===== src/rtl/key_debouncer_pkg.sv =====
// Shared definitions for the key debouncer: FSM state encoding and the
// default timing constants for a 100 MHz system clock.
package key_debouncer_pkg;

  typedef enum logic [1:0] {
    ST_IDLE         = 2'd0,
    ST_PRESS_WAIT   = 2'd1,
    ST_PRESSED      = 2'd2,
    ST_RELEASE_WAIT = 2'd3
  } db_state_t;

  localparam int unsigned DEF_SYNC_STAGES = 2;
  localparam int unsigned DEF_DB_CYCLES   = 2_000_000;   // 20 ms @ 100 MHz
  localparam int unsigned DEF_LONG_CYCLES = 100_000_000; // 1 s @ 100 MHz

endpackage


===== src/rtl/key_sync.sv =====
// Multi-stage synchroniser: STAGES flip-flops with asynchronous reset to 0.
module key_sync #(
  parameter int unsigned STAGES = 2
) (
  input  logic i_clk,
  input  logic i_rst_n,
  input  logic i_in,
  output logic o_out
);

  logic [STAGES-1:0] r_chain;

  always_ff @(posedge i_clk or negedge i_rst_n) begin
    if (!i_rst_n) begin
      r_chain <= '0;
    end else begin
      r_chain <= {r_chain[STAGES-2:0], i_in};
    end
  end

  assign o_out = r_chain[STAGES-1];

endmodule


===== src/rtl/key_debouncer.sv =====
// Push-button synchroniser + debouncer producing a clean pressed level.
// Optional long-press pulse enabled by defining KEY_DEBOUNCER_LONG_PRESS_EN.
module key_debouncer
  import key_debouncer_pkg::*;
#(
  parameter int unsigned SYNC_STAGES = DEF_SYNC_STAGES,
  parameter int unsigned DB_CYCLES   = DEF_DB_CYCLES,
  parameter int unsigned LONG_CYCLES = DEF_LONG_CYCLES,
  parameter bit          ACTIVE_LOW  = 1'b1
) (
  input  logic sys_clk,
  input  logic sys_rst_n,
  input  logic key_in,
  output logic key_level,
  output logic busy,
  output logic key_long
);

  localparam int unsigned     CNT_W   = $clog2(DB_CYCLES + 1);
  localparam logic [CNT_W-1:0] DB_LAST = CNT_W'(DB_CYCLES - 1);

  if (SYNC_STAGES < 2 || DB_CYCLES < 1 || LONG_CYCLES < 1) begin : g_bad_params
    $error("key_debouncer: parameter out of range");
  end

  logic       w_k_raw;
  logic       w_k_s;
  db_state_t  r_state;
  logic [CNT_W-1:0] r_cnt;
  logic       r_key_level;
  logic       r_busy;

  assign w_k_raw = key_in ^ ACTIVE_LOW;

  key_sync #(
    .STAGES (SYNC_STAGES)
  ) u_sync (
    .i_clk   (sys_clk),
    .i_rst_n (sys_rst_n),
    .i_in    (w_k_raw),
    .o_out   (w_k_s)
  );

  always_ff @(posedge sys_clk or negedge sys_rst_n) begin
    if (!sys_rst_n) begin
      r_state     <= ST_IDLE;
      r_cnt       <= '0;
      r_key_level <= 1'b0;
      r_busy      <= 1'b0;
    end else begin
      case (r_state)
        ST_IDLE: begin
          if (w_k_s) begin
            r_state <= ST_PRESS_WAIT;
            r_cnt   <= '0;
            r_busy  <= 1'b1;
          end
        end
        ST_PRESS_WAIT: begin
          if (!w_k_s) begin
            r_state <= ST_IDLE;
            r_cnt   <= '0;
            r_busy  <= 1'b0;
          end else if (r_cnt == DB_LAST) begin
            r_state     <= ST_PRESSED;
            r_cnt       <= '0;
            r_key_level <= 1'b1;
            r_busy      <= 1'b0;
          end else begin
            r_cnt <= r_cnt + CNT_W'(1);
          end
        end
        ST_PRESSED: begin
          if (!w_k_s) begin
            r_state <= ST_RELEASE_WAIT;
            r_cnt   <= '0;
            r_busy  <= 1'b1;
          end
        end
        ST_RELEASE_WAIT: begin
          if (w_k_s) begin
            r_state <= ST_PRESSED;
            r_cnt   <= '0;
            r_busy  <= 1'b0;
          end else if (r_cnt == DB_LAST) begin
            r_state     <= ST_IDLE;
            r_cnt       <= '0;
            r_key_level <= 1'b0;
            r_busy      <= 1'b0;
          end else begin
            r_cnt <= r_cnt + CNT_W'(1);
          end
        end
        default: begin
          r_state <= ST_IDLE;
          r_cnt   <= '0;
          r_busy  <= 1'b0;
        end
      endcase
    end
  end

  assign key_level = r_key_level;
  assign busy      = r_busy;

`ifdef KEY_DEBOUNCER_LONG_PRESS_EN
  localparam int unsigned     LP_W    = $clog2(LONG_CYCLES + 1);
  localparam logic [LP_W-1:0] LP_LAST = LP_W'(LONG_CYCLES - 1);
  localparam logic [LP_W-1:0] LP_SAT  = LP_W'(LONG_CYCLES);

  logic            w_enter_idle;
  logic [LP_W-1:0] r_lp_cnt;
  logic            r_key_long;

  assign w_enter_idle = !w_k_s &&
                        ((r_state == ST_PRESS_WAIT) ||
                         (r_state == ST_RELEASE_WAIT && r_cnt == DB_LAST));

  // Saturating at LONG_CYCLES (one past the fire value) limits key_long to one pulse per press.
  always_ff @(posedge sys_clk or negedge sys_rst_n) begin
    if (!sys_rst_n) begin
      r_lp_cnt   <= '0;
      r_key_long <= 1'b0;
    end else begin
      r_key_long <= 1'b0;
      if (w_enter_idle) begin
        r_lp_cnt <= '0;
      end else if (r_state == ST_PRESSED) begin
        if (r_lp_cnt == LP_LAST) begin
          r_lp_cnt   <= LP_SAT;
          r_key_long <= 1'b1;
        end else if (r_lp_cnt != LP_SAT) begin
          r_lp_cnt <= r_lp_cnt + LP_W'(1);
        end
      end
    end
  end

  assign key_long = r_key_long;
`else
  assign key_long = 1'b0;
`endif

endmodule


===== config.mk =====
export PLATFORM = sky130hd
export DESIGN_NAME = key_debouncer
export DESIGN_NICKNAME = d
export VERILOG_FILES = /design/src/rtl/key_debouncer_pkg.sv /design/src/rtl/key_sync.sv /design/src/rtl/key_debouncer.sv
export SDC_FILE = /design/constraint.sdc
export NUM_CORES = 1
export LEC_CHECK = 0
export ABC_AREA = 1
export CORE_MARGIN = 2
export CORE_UTILIZATION = 55
export DETAILED_ROUTE_END_ITERATION = 6
export GPL_ROUTABILITY_DRIVEN = 0
export PLACE_DENSITY = 0.85
export SYNTH_ARGS = -nofsm -noshare
export SYNTH_HDL_FRONTEND = slang
export SYNTH_HIERARCHICAL = 1
export SYNTH_SLANG_ARGS = --single-unit

===== constraint.sdc =====
create_clock -name sys_clk -period 4.15 [get_ports sys_clk]
set_input_delay 0.6225 -clock sys_clk [delete_from_list [all_inputs] [get_ports sys_clk]]
set_output_delay 0.6225 -clock sys_clk [all_outputs]
set_load 0.01 [all_outputs]

# Word level (Yosys, flattened, before mapping)
# Cells that the tools add are included.
[op_classes]
addsub = 1
n_mul = 0
div = 0
magnitude_cmp = 0
n_eq_ne = 12
n_shift = 0
muxes = 24
bitwise = 1
reduce_logical = 5
[ops]
columns = ["cell", "n"]
rows = [
  ["21-bit 2-to-1 mux", 5],
  ["21-bit one-hot mux with 4 select lines", 1],
  ["21-bit by 1-bit adder with 21-bit output, second input constant", 1],
  ["21-bit equality test, second input constant", 1],
  ["2-bit 2-to-1 mux", 6],
  ["1-bit 2-to-1 mux", 9],
  ["2-bit inequality test, second input constant", 4],
  ["2-bit one-hot mux with 4 select lines", 1],
  ["5-bit AND reduction", 1],
  ["2-bit equality test, second input constant", 2],
  ["2-bit by 1-bit inequality test with 1-bit output, second input constant", 2],
  ["1-bit one-hot mux with 4 select lines", 1],
  ["4-bit AND reduction", 1],
  ["3-bit by 2-bit inequality test with 1-bit output, second input constant", 1],
  ["3-bit inequality test, second input constant", 1],
  ["2-bit by 1-bit equality test with 1-bit output, second input constant", 1],
  ["2-bit logical NOT", 1],
  ["1-bit one-hot mux with 2 select lines", 1],
  ["2-bit AND reduction", 1],
  ["2-bit nonzero test", 1],
  ["1-bit inverter", 1],
]
[totals]
reg_bits = 27
latchBits = 0
mem_bits_rw = 0
rom_bits = 0
inputBits = 3
out_inout_bits = 3
elab_cells = 48
mem_count = 0

# Depth between registers and ports, before layout
# Gate-level depths: netlist (run 1).
[logic_depth]
word_depth = 4
depth_mapped = 10
ltp_nobuf = 10

# Cells and area by module
# The synthesis (run 1) kept the hierarchy.
[modules_own_cells]
columns = ["mod", "n_inst", "cells_each", "area_per_inst_um2", "seq_area_each_um2"]
rows = [
  ["key_debouncer", 1, 222, 1576.5, 625.6],
  ["key_sync", 1, 2, 50.0, 50.0],
]

# Worst setup path before layout (run 1)
# Ideal clock, no wire load.
[synth_path]
kind = "reg2reg"
from = "register r_cnt[0]"
to = "register r_cnt[20]"
setup_time_ns = 0.116
arrival_time_ns = 1.278
t_required_ns = 4.034
setup_slack_ns = 2.756
path_stages_with_launch = 9
path_buffers = 0
period_less_slack_ns = 1.394
path_cell_list = "dfrtp_1 > ha_1 > nand3_1 > nor2_4 > nand3_2 > o21ai_0 > nand2_1 > nand2_1 > nand2_1"
[synth_between]
elab_chain_len = 4
word_cells_on_any_way = 6
cone_classes = "1 x add/sub; 1 x eq/ne; 4 x mux"
[synth_lines]
columns = ["element", "line_no", "rtl"]
rows = [
  ["start: declaration", "key_debouncer.sv:29", "logic [CNT_W-1:0] r_cnt;"],
  ["start signal: assignment", "key_debouncer.sv:70", "r_cnt <= r_cnt + CNT_W'(1);"],
  ["start signal: assignment", "key_debouncer.sv:91", "r_cnt <= r_cnt + CNT_W'(1);"],
  ["21-bit by 1-bit adder with 21-bit output / 21-bit equality test (equally long branches)", "--", ""],
  ["21-bit 2-to-1 mux *", "key_debouncer.sv:64, key_debouncer.sv:85", ""],
  ["21-bit 2-to-1 mux, on equally long branches", "key_debouncer.sv:81, key_debouncer.sv:60", ""],
  ["21-bit one-hot mux with 4 select lines *", "key_debouncer.sv:51", "case (r_state)"],
]
# Mark *: on every way between the ends. The rest lies on a longest branch, timed or not.
# A chain may end at the register's enable or synchronous reset.

# Worst setup path in the final report (run 1)
[layout_path]
from = "register r_busy, in the netlist busy"
to = "output port busy"
[layout_lines]
columns = ["element", "line_no", "rtl"]
rows = [
  ["start: declaration", "key_debouncer.sv:31", "logic r_busy;"],
  ["start signal: assignment", "key_debouncer.sv:49", "r_busy <= 1'b0;"],
  ["start signal: assignment", "key_debouncer.sv:56", "r_busy <= 1'b1;"],
  ["start signal: assignment", "key_debouncer.sv:63", "r_busy <= 1'b0;"],
  ["end: declaration", "key_debouncer.sv:15", "output logic busy,"],
]
# No word-level cell between the ends.

==> results of run 1 <==
## power by group
part,switching [mW],internal [mW],total [mW]
Combinational,0.129,0.0574,0.186
Clock,0.0883,0.0395,0.128
Sequential,0.0272,0.287,0.315
## cell families (layout without fill, tap and decap cells)
logic type / after synthesis / after routing
AO/OA/AOI/OAI: 24 / 24
adder cells (fa/ha/maj): 1 / 1
XOR/XNOR: 7 / 7
flip-flops: 27 / 27
buffers and inverters: 28 / 34
AND/OR/NAND/NOR: 136 / 136
other: 1 / 1
## final cells by class
cell class / instances / area (um2)
timing repair buffer: 5 / 47.5
clock inverter: 1 / 8.76
tap: 31 / 38.8
inverter: 25 / 93.8
clock buffer: 3 / 22.5
multi-input combinational: 169 / 823
fill: 239 / 1070
sequential: 27 / 676
## worst register-to-register path, cell delays in order, from the launching register on
cell and delay (ps):
dfrtp_1 430, ha_1 220, nand3_1 180, nor2_4 200, nand3_2 160, o21ai_0 260
nand2_1 80, nand2_1 70, nand2_1 50
## flip-flops by register name (all words and copies together) (netlist names), named ones only
signal          cells
key_level           1
r_state             1
u_sync/r_chain      2
busy                1
r_cnt              21
## path summary, 6_finish.rpt
kind,start,slack (ps),endpoint,cells after the start
hold reg to reg,u_sync/r_chain[0]$_DFF_PN0_,390,u_sync/r_chain[1]$_DFF_PN0_,0
max in group asynchronous,sys_rst_n,3290,r_cnt[20]$_DFFE_PN0P_,2
hold / removal,u_sync/r_chain[0]$_DFF_PN0_,390,u_sync/r_chain[1]$_DFF_PN0_,0
setup reg to reg,r_cnt[0]$_DFFE_PN0P_,2420,r_cnt[20]$_DFFE_PN0P_,8
setup / recovery,busy$_DFFE_PN0P_,2260,busy,1
min in group asynchronous,sys_rst_n,620,r_cnt[2]$_DFFE_PN0P_,2
## layer usage
layer  wire [um]  vias to the layer above  share of wire (%)  GRT usage, %
met5           0                        -                  0             0
met4          74                        0                2.3          8.31
met3         160                       10                5.1          2.42
met2        1470                       47                 46          33.5
met1        1460                      622                 46          28.9
li1            -                      714                  -             -
## per-stage QoR
step / cells / area [um2] / hold slack [ps] / setup WS [ps]
CTS: 261 / 1710 / 389 / 2260
floorplan: 224 / 1630 / 327 / 2760
finish: 261 / 1710 / 393 / 2260
detailed placement: 257 / 1680 / 354 / 2560
global route: 261 / 1710 / 397 / 2230
global placement: 257 / 1680 / 334 / 2620
## cells in the mapped netlist
library cell	number
nand2_1	80
nor2_1	29
dfrtp_1	27
inv_1	22
o21ai_0	14
nand3_1	12
o22ai_1	5
xor2_1	4
inv_2	3
nand2_2	3
nand3_2	3
nand4_1	3
nor2_4	3
o21ai_2	2
xnor2_1	2
a2bb2oi_1	1
buf_4	1
buf_6	1
buf_8	1
conb_1	1
ha_1	1
nand2_4	1
nand3b_1	1
nor2_2	1
o21bai_1	1
o31ai_1	1
xnor2_2	1
## layout by cell type (no fill, tap or decap), drive strengths merged
cell,netlist,routed
xnor2,3,3
a2bb2oi,1,1
nor2,33,33
nand3,15,15
buf,3,1
xor2,4,4
dfrtp,27,27
inv,25,26
o22ai,5,5
o31ai,1,1
conb,1,1
nand3b,1,1
clkdlybuf4s50,0,4
o21ai,16,16
nand2,84,84
nand4,3,3
ha,1,1
clkbuf,0,3
o21bai,1,1
==> results.yml, run 1 <==
worst_hold_path:
  min_path_type: "reg -> reg"
synthesis:
  synth_xor_area_share_pct: 4.23
  yosys_warnings: 6
  synth_simple_gate_area_share_pct: 36.6
  synth_cell_types: 27
  ys_ff_latch: 27
  synth.area.mux_share_pct: 0
  synthAdderAreaFrac_pct: 0.769
  synth_compound_area_share_pct: 8.77
  synth_area_leaders: "dfrtp_1 42%, nand2_1 18%, nor2_1 6.7%"
  synth_cells: 224
  syn-num-nets: 228
  yosysTopAreaCellShare_pct: 41.5
  syn_area_um2: 1630
  synth_seq_area_share_pct: 41.5
  synth_area_per_cell_um2: 7.26
  yosysTopAreaCell: "dfrtp_1"
  synth_top_family_by_area: "simple AND/OR/NAND/NOR gates"
setup_path:
  critPathBufInv: 1
  cp_max_fo: 2
  required_ps: 3530
  critPathLaunchType: "flip-flop"
  end_kind: "primary output"
  crit_chain: "clkdlybuf4s50_1"
  cp_slowest_stage_delay_ps: 540
  critPathSlowestCell: "clkdlybuf4s50_1"
  cp_top_family: "buffers and inverters"
  crit_type: "reg -> out"
  arrival_ps: 1270
drt:
  drt-vias-per-instance: 5.34
  dr.pass1.iters: 4
  wl_per_cell_um: 12.1
  antenna_left: 0
  drc: 0
  routed_wl_um: 3160
  first_iter_violations: 52
  vias: 1393
placed_design:
  io_buffers: 4
  place_hpwl_um: 2260
timing:
  fin_setup_tns_ps: 0
  fmax_mhz: 528
  fin_crit_ps: 1890
  finalSetupViolations: 0
  hold_viol_final: 0
  fin_skew_ps: 2.56
  rsz0062_at_grt: "false"
  maxSlewViolCount: 0
  period_share_pct: 45.6
final_layout:
  drive_gt1_share_pct: 9.57
  fin_nets: 235
  syn2layout_area_growth_pct: 5.15
  antenna_cells: 0
  fin_util_pct: 61.5
die:
  start_util_pct: 58.5
  die_x_um: 58.4
  die_h_um: 58.4
  core_area_um2: 2780
  fp-row-count: 19
  dieArea_um2: 3410
  pin_count: 6
clock_network:
  tritoncts: "done"
  clkTransAtPathRegs_ps: 160
  cts-root-buf: "clkbuf_4"
  cts.repair.resized: 0
  cts_setup_buffers: 0
  clockBufferDepth: 2
  cts_hold_buffers: 0
  cts_max_level: 1
  cts_made_buffers: 3
  cts_sinks: 27
  clk_latency_ps: 340
global_route:
  grt_pass1_wl_um: 5530
  antenna_found_initial: 0
  gr-total-overflow: 0
  grt_pass1_vias: 1299
  grtUsageTotal_pct: 20.9
  grt_max_degree: 28
power_and_ir_drop:
  peakVddDrop_mv: 0.350
  p_per_area_nw_per_um2: 368
  p_leak_nw: 0.755
  power.total_mw: 0.629
run_status:
  outcome: "complete, no violations"
run:
  cap_violations: 0
Power figures use the tool's default switching activity.
==> run 2, diff against run 1 <==
Settings changed: CORE_UTILIZATION 55 to 54, PLACE_DENSITY 0.85 to 0.87.
Clock period 4.15 ns to 1.7 ns, I/O delays scaled along.
==> run 2 against run 1 <==
Against the previous run:
- the run now ends with DRC left
- die area rose by 1.7%
- worst setup slack got worse by 2100 ps
- clock skew rose by 14 ps
- highest routed layer unchanged
- critical endpoint is now r_cnt[20]$_DFFE_PN0P_
- sequential share of layout area fell by 1.2 points
- count of clock-buffer cells in the layout did not move
==> results.yml, run 2 (synthesized netlist as in run 1, its figures left out) <==
run_status:
  outcome: "finished, violations left"
  violations: "DRC"
setup_path:
  crit_chain: "ha_2 > nand3_1 > nor2_4 > nand3_2 > o21ai_0 > nand2_1 > nand2_1 > nand2_1"
  cp_slowest_stage_delay_ps: 430
  cp_max_fo: 6
  r2r_cells: 8
  critPathLaunchType: "flip-flop"
  critical_path.most_common_cell: "nand2_1"
  arrival_ps: 1800
  critPathBufInv: 0
  cp_top_family: "simple AND/OR/NAND/NOR gates"
  crit_type: "reg -> reg"
  required_ps: 1930
  critPathSlowestCell: "dfrtp_1"
  crit_cells: 8
  end_kind: "flip-flop"
clock_network:
  cts_hold_buffers: 0
  cts-root-buf: "clkbuf_4"
  cts_max_level: 1
  cts_made_buffers: 3
  tritoncts: "done"
  cts_sinks: 27
  clockBufferDepth: 2
  clkTransAtPathRegs_ps: 150
  clk_latency_ps: 340
drt:
  antenna_left: 0
  drc: 1
  routed_wl_um: 3200
  wl_per_cell_um: 12.0
  dr.pass1.iters: 7
  drt-vias-per-instance: 5.26
  first_iter_violations: 65
  vias: 1398
power_and_ir_drop:
  switchingPower_mw: 0.589
  p_leak_nw: 0.779
  seqPwrFrac_pct: 48.7
  p_clk_share_pct: 18.0
  peakVddDrop_mv: 0.416
  p_per_area_nw_per_um2: 891
  swShare_pct: 37.5
  p_int_mw: 0.981
  p_comb_share_pct: 33.3
final_layout:
  fin_nets: 240
  largest_register_ffs: 21
  antenna_cells: 0
  drive_gt1_share_pct: 11.9
  regMostFlops: "r_cnt"
  largestRegisters: "r_cnt: 21 flops, u_sync/r_chain: 2 flops"
  instances_no_fill: 266
  fin_area_um2: 1760
  fillers: 248
  final_common_cell: "nand2_1"
  final_cell_mix: "80 x nand2_1, 29 x nor2_1, 27 x dfrtp_1"
  syn2layout_area_growth_pct: 8.38
global_route:
  grtUsageTotal_pct: 20.8
  antenna_found_initial: 0
  gr-total-overflow: 0
  grt_pass1_vias: 1169
  grt_pass1_wl_um: 5510
  grt_max_degree: 28
timing:
  worst_slack_ps: 133
  maxSlewViolCount: 0
  fin_skew_ps: 16.8
  finalSetupViolations: 0
  fin_setup_tns_ps: 0
  period_share_pct: 92.2
  rsz0062_at_grt: "false"
  fin_crit_ps: 1570
  hold_viol_final: 0
  fmax_mhz: 638
placed_design:
  dp.cells: 259
  dpl_cell_area_um2: 1690
  pre_cts_slack_ps: 109
  io_buffers: 4
  place_hpwl_um: 2300
die:
  dieArea_um2: 3470
  core_area_um2: 2810
  pin_count: 6
  die_x_um: 58.9
  fp-row-count: 19
  start_util_pct: 58.0
  die_h_um: 58.9
run:
  cap_violations: 0
worst_hold_path:
  min_path_type: "in -> async"
-- run 2: power by group through the flow --
stage / combinational, mW / clock [mW] / sequential, mW
floorplan: 0.390 / 0 / 0.773
global placement: 0.438 / 0 / 0.775
detailed placement: 0.450 / 0 / 0.778
CTS: 0.451 / 0.292 / 0.765
global route: 0.587 / 0.315 / 0.779
finish: 0.522 / 0.283 / 0.765
-- run 2: worst reg2reg max path: stages, from the launching register on --
cell and delay (ps):
dfrtp_1 430, ha_2 220, nand3_1 150, nor2_4 190, nand3_2 140, o21ai_0 170, nand2_1 60, nand2_1 60
nand2_1 50
-- run 2: per-stage QoR --
step	total power [mW]	hold slack (ps)	utilization [%]
3_3_place_gp	1.21	332	60.4
4_1_cts	1.51	270	61.4
6_report	1.57	258	62.8
2_1_floorplan	1.16	-40.6	-
5_1_grt	1.68	268	62.8
3_5_place_dp	1.23	337	60.4
-- run 2: worst paths after layout --
kind                       slack (ps)                        start                           to
max in group asynchronous        1170                    sys_rst_n        r_cnt[20]$_DFFE_PN0P_
min                               260                    sys_rst_n         r_cnt[1]$_DFFE_PN0P_
min reg2reg                       370  u_sync/r_chain[0]$_DFF_PN0_  u_sync/r_chain[1]$_DFF_PN0_
min in group sys_clk              370  u_sync/r_chain[0]$_DFF_PN0_  u_sync/r_chain[1]$_DFF_PN0_
max                               130         r_cnt[0]$_DFFE_PN0P_        r_cnt[20]$_DFFE_PN0P_
max reg2reg                       130         r_cnt[0]$_DFFE_PN0P_        r_cnt[20]$_DFFE_PN0P_
-- run 2: metal layers --
layer,vias up,routed length [um],track usage [%]
li1,728,-,-
met1,634,1610,32.4
met2,29,1400,29.8
met3,7,128,2.64
met4,0,62,6.82
met5,-,0,0
-- run 2: repair_timing --
action,in CTS,in global routing
endpoints found under the setup margin,0,8
gates resized for setup,0,3
buffers inserted,0,3
-- run 2: final cells by class --
type	count	area (um2)	share of cell area [%]
Clock buffer	3	22.5	1.28
Clock inverter	1	5.00	0.284
Inverter	25	93.8	5.32
Multi-Input combinational cell	169	842	47.8
Sequential cell	27	676	38.3
Tap cell	31	38.8	2.20
Timing Repair Buffer	10	85.1	4.83
==> run 3, diff against run 2 <==
Settings changed: CORE_UTILIZATION 54 to 55, PLACE_DENSITY 0.87 to 0.85.
Clock period 1.7 ns to 2 ns, I/O delays scaled along.
==> run 3 against run 2 <==
Against the previous run:
- the flow now finishes without violations
- worst hold slack better by 57 ps
- sequential cell count stayed put
- sequential power down 15%
- via count shrank 1.1%
- first-iteration DRC count rose by 22%
- global-route usage grew 0.12 points
- final area is 3.2% lower
- combinational power fell by 28%
- power fell by 20%
- die area fell by 1.7%
- clock skew decreased by 13 ps
- largest power group unchanged
==> results.yml, run 3 (synthesized netlist as in run 1, its figures left out) <==
global_route:
  grt_pass1_vias: 1296
  gr-total-overflow: 0
  grt_max_degree: 28
  grtUsageTotal_pct: 21.0
  grt_pass1_wl_um: 5540
  antenna_found_initial: 0
timing:
  fin_setup_tns_ps: 0
  fin_crit_ps: 1640
  hold_viol_final: 0
  period_share_pct: 81.9
  rsz0062_at_grt: "false"
  fmax_mhz: 610
  finalSetupViolations: 0
  fin_skew_ps: 3.53
  maxSlewViolCount: 0
  fin_hold_ws_ps: 316
clock_network:
  cts_max_level: 1
  cts_hold_buffers: 0
  clk_latency_ps: 320
  clockBufferDepth: 2
  cts-root-buf: "clkbuf_4"
  tritoncts: "done"
  cts_made_buffers: 3
  clkTransAtPathRegs_ps: 140
  cts.repair.resized: 0
  cts_sinks: 27
  cts_setup_buffers: 0
setup_path:
  r2r-start: "r_cnt[0]$_DFFE_PN0P_"
  crit_type: "reg -> reg"
  cp_max_fo: 18
  rrSetupSlack_ps: 360
  arrival_ps: 1870
  required_ps: 2230
  r2r_end: "r_cnt[12]$_DFFE_PN0P_"
  end_kind: "flip-flop"
  critPathLaunchType: "flip-flop"
  r2r_cells: 10
worst_hold_path:
  min_path_type: "in -> async"
die:
  pin_count: 6
  die_x_um: 58.4
  dieArea_um2: 3410
  start_util_pct: 58.5
  core_area_um2: 2780
  fp-row-count: 19
  die_h_um: 58.4
final_layout:
  largestRegisters: "r_cnt: 21 flops, u_sync/r_chain: 2 flops"
  fin_nets: 235
  drive_gt1_share_pct: 9.57
  largest_register_ffs: 21
  final_common_cell: "nand2_1"
  final_cell_mix: "80 x nand2_1, 29 x nor2_1, 27 x dfrtp_1"
  syn2layout_area_growth_pct: 4.92
  regMostFlops: "r_cnt"
  antenna_cells: 0
drt:
  first_iter_violations: 79
  dr.pass1.iters: 7
  antenna_left: 0
  drc: 0
  drt-vias-per-instance: 5.30
  routed_wl_um: 3070
  wl_per_cell_um: 11.8
  vias: 1382
run_status:
  outcome: "complete, no violations"
power_and_ir_drop:
  peakVddDrop_mv: 0.749
  power.total_mw: 1.26
  p_leak_nw: 0.755
  p_per_area_nw_per_um2: 740
placed_design:
  io_buffers: 4
  place_hpwl_um: 2270
run:
  cap_violations: 0
## run 3: how the worst max path moves through the flow
stage / from / endpoint / depth (start not counted)
2_1_floorplan: r_cnt[0]$_DFFE_PN0P_ / r_cnt[20]$_DFFE_PN0P_ / 8
3_3_place_gp: r_cnt[0]$_DFFE_PN0P_ / r_cnt[19]$_DFFE_PN0P_ / 10
3_5_place_dp: r_cnt[0]$_DFFE_PN0P_ / r_cnt[12]$_DFFE_PN0P_ / 10
4_1_cts: r_cnt[0]$_DFFE_PN0P_ / r_cnt[12]$_DFFE_PN0P_ / 10
5_1_grt: r_cnt[0]$_DFFE_PN0P_ / r_cnt[12]$_DFFE_PN0P_ / 10
6_report: r_cnt[0]$_DFFE_PN0P_ / r_cnt[12]$_DFFE_PN0P_ / 10
## run 3: layout make-up
cell class / count / area, um2
inverter: 25 / 93.8
sequential: 27 / 676
timing repair buffer: 5 / 47.5
fill: 258 / 1070
clock inverter: 1 / 5.00
clock buffer: 3 / 22.5
tap: 31 / 38.8
multi-input combinational: 169 / 823
## run 3: layer usage
metal | part of all wire (%) | GRT usage (%)
met5 | 0 | 0
met4 | 1.6 | 8.31
met3 | 5.2 | 2.20
met2 | 44 | 32.1
met1 | 49 | 30.5
## run 3: worst max-delay path, cell delays in order (launching register included)
cell     delay [ps]
dfrtp_1         440
ha_1            230
nand2_1          70
inv_1            70
nand2_2          70
nor2_4           90
nand3_2         120
nand2_4         210
inv_2           110
nand3_1          80
nand2_1          50
## run 3: where the power goes
part           switching (mW)  leakage (nW)  total (mW)  internal, mW
Combinational           0.258         0.371       0.376         0.118
Sequential             0.0581         0.366       0.654         0.596
Clock                   0.158        0.0177       0.233        0.0751
## run 3: metrics by stage
| step | setup WS [ps] | area [um2] | cells | utilization, % |
|---|---|---|---|---|
| finish | 362 | 1710 | 261 | 61.4 |
| floorplan | 606 | 1630 | 224 | - |
| global placement | 461 | 1680 | 257 | 60.4 |
| detailed placement | 386 | 1680 | 257 | 60.4 |
| CTS | 372 | 1710 | 261 | 61.4 |
| global route | 237 | 1710 | 261 | 61.4 |
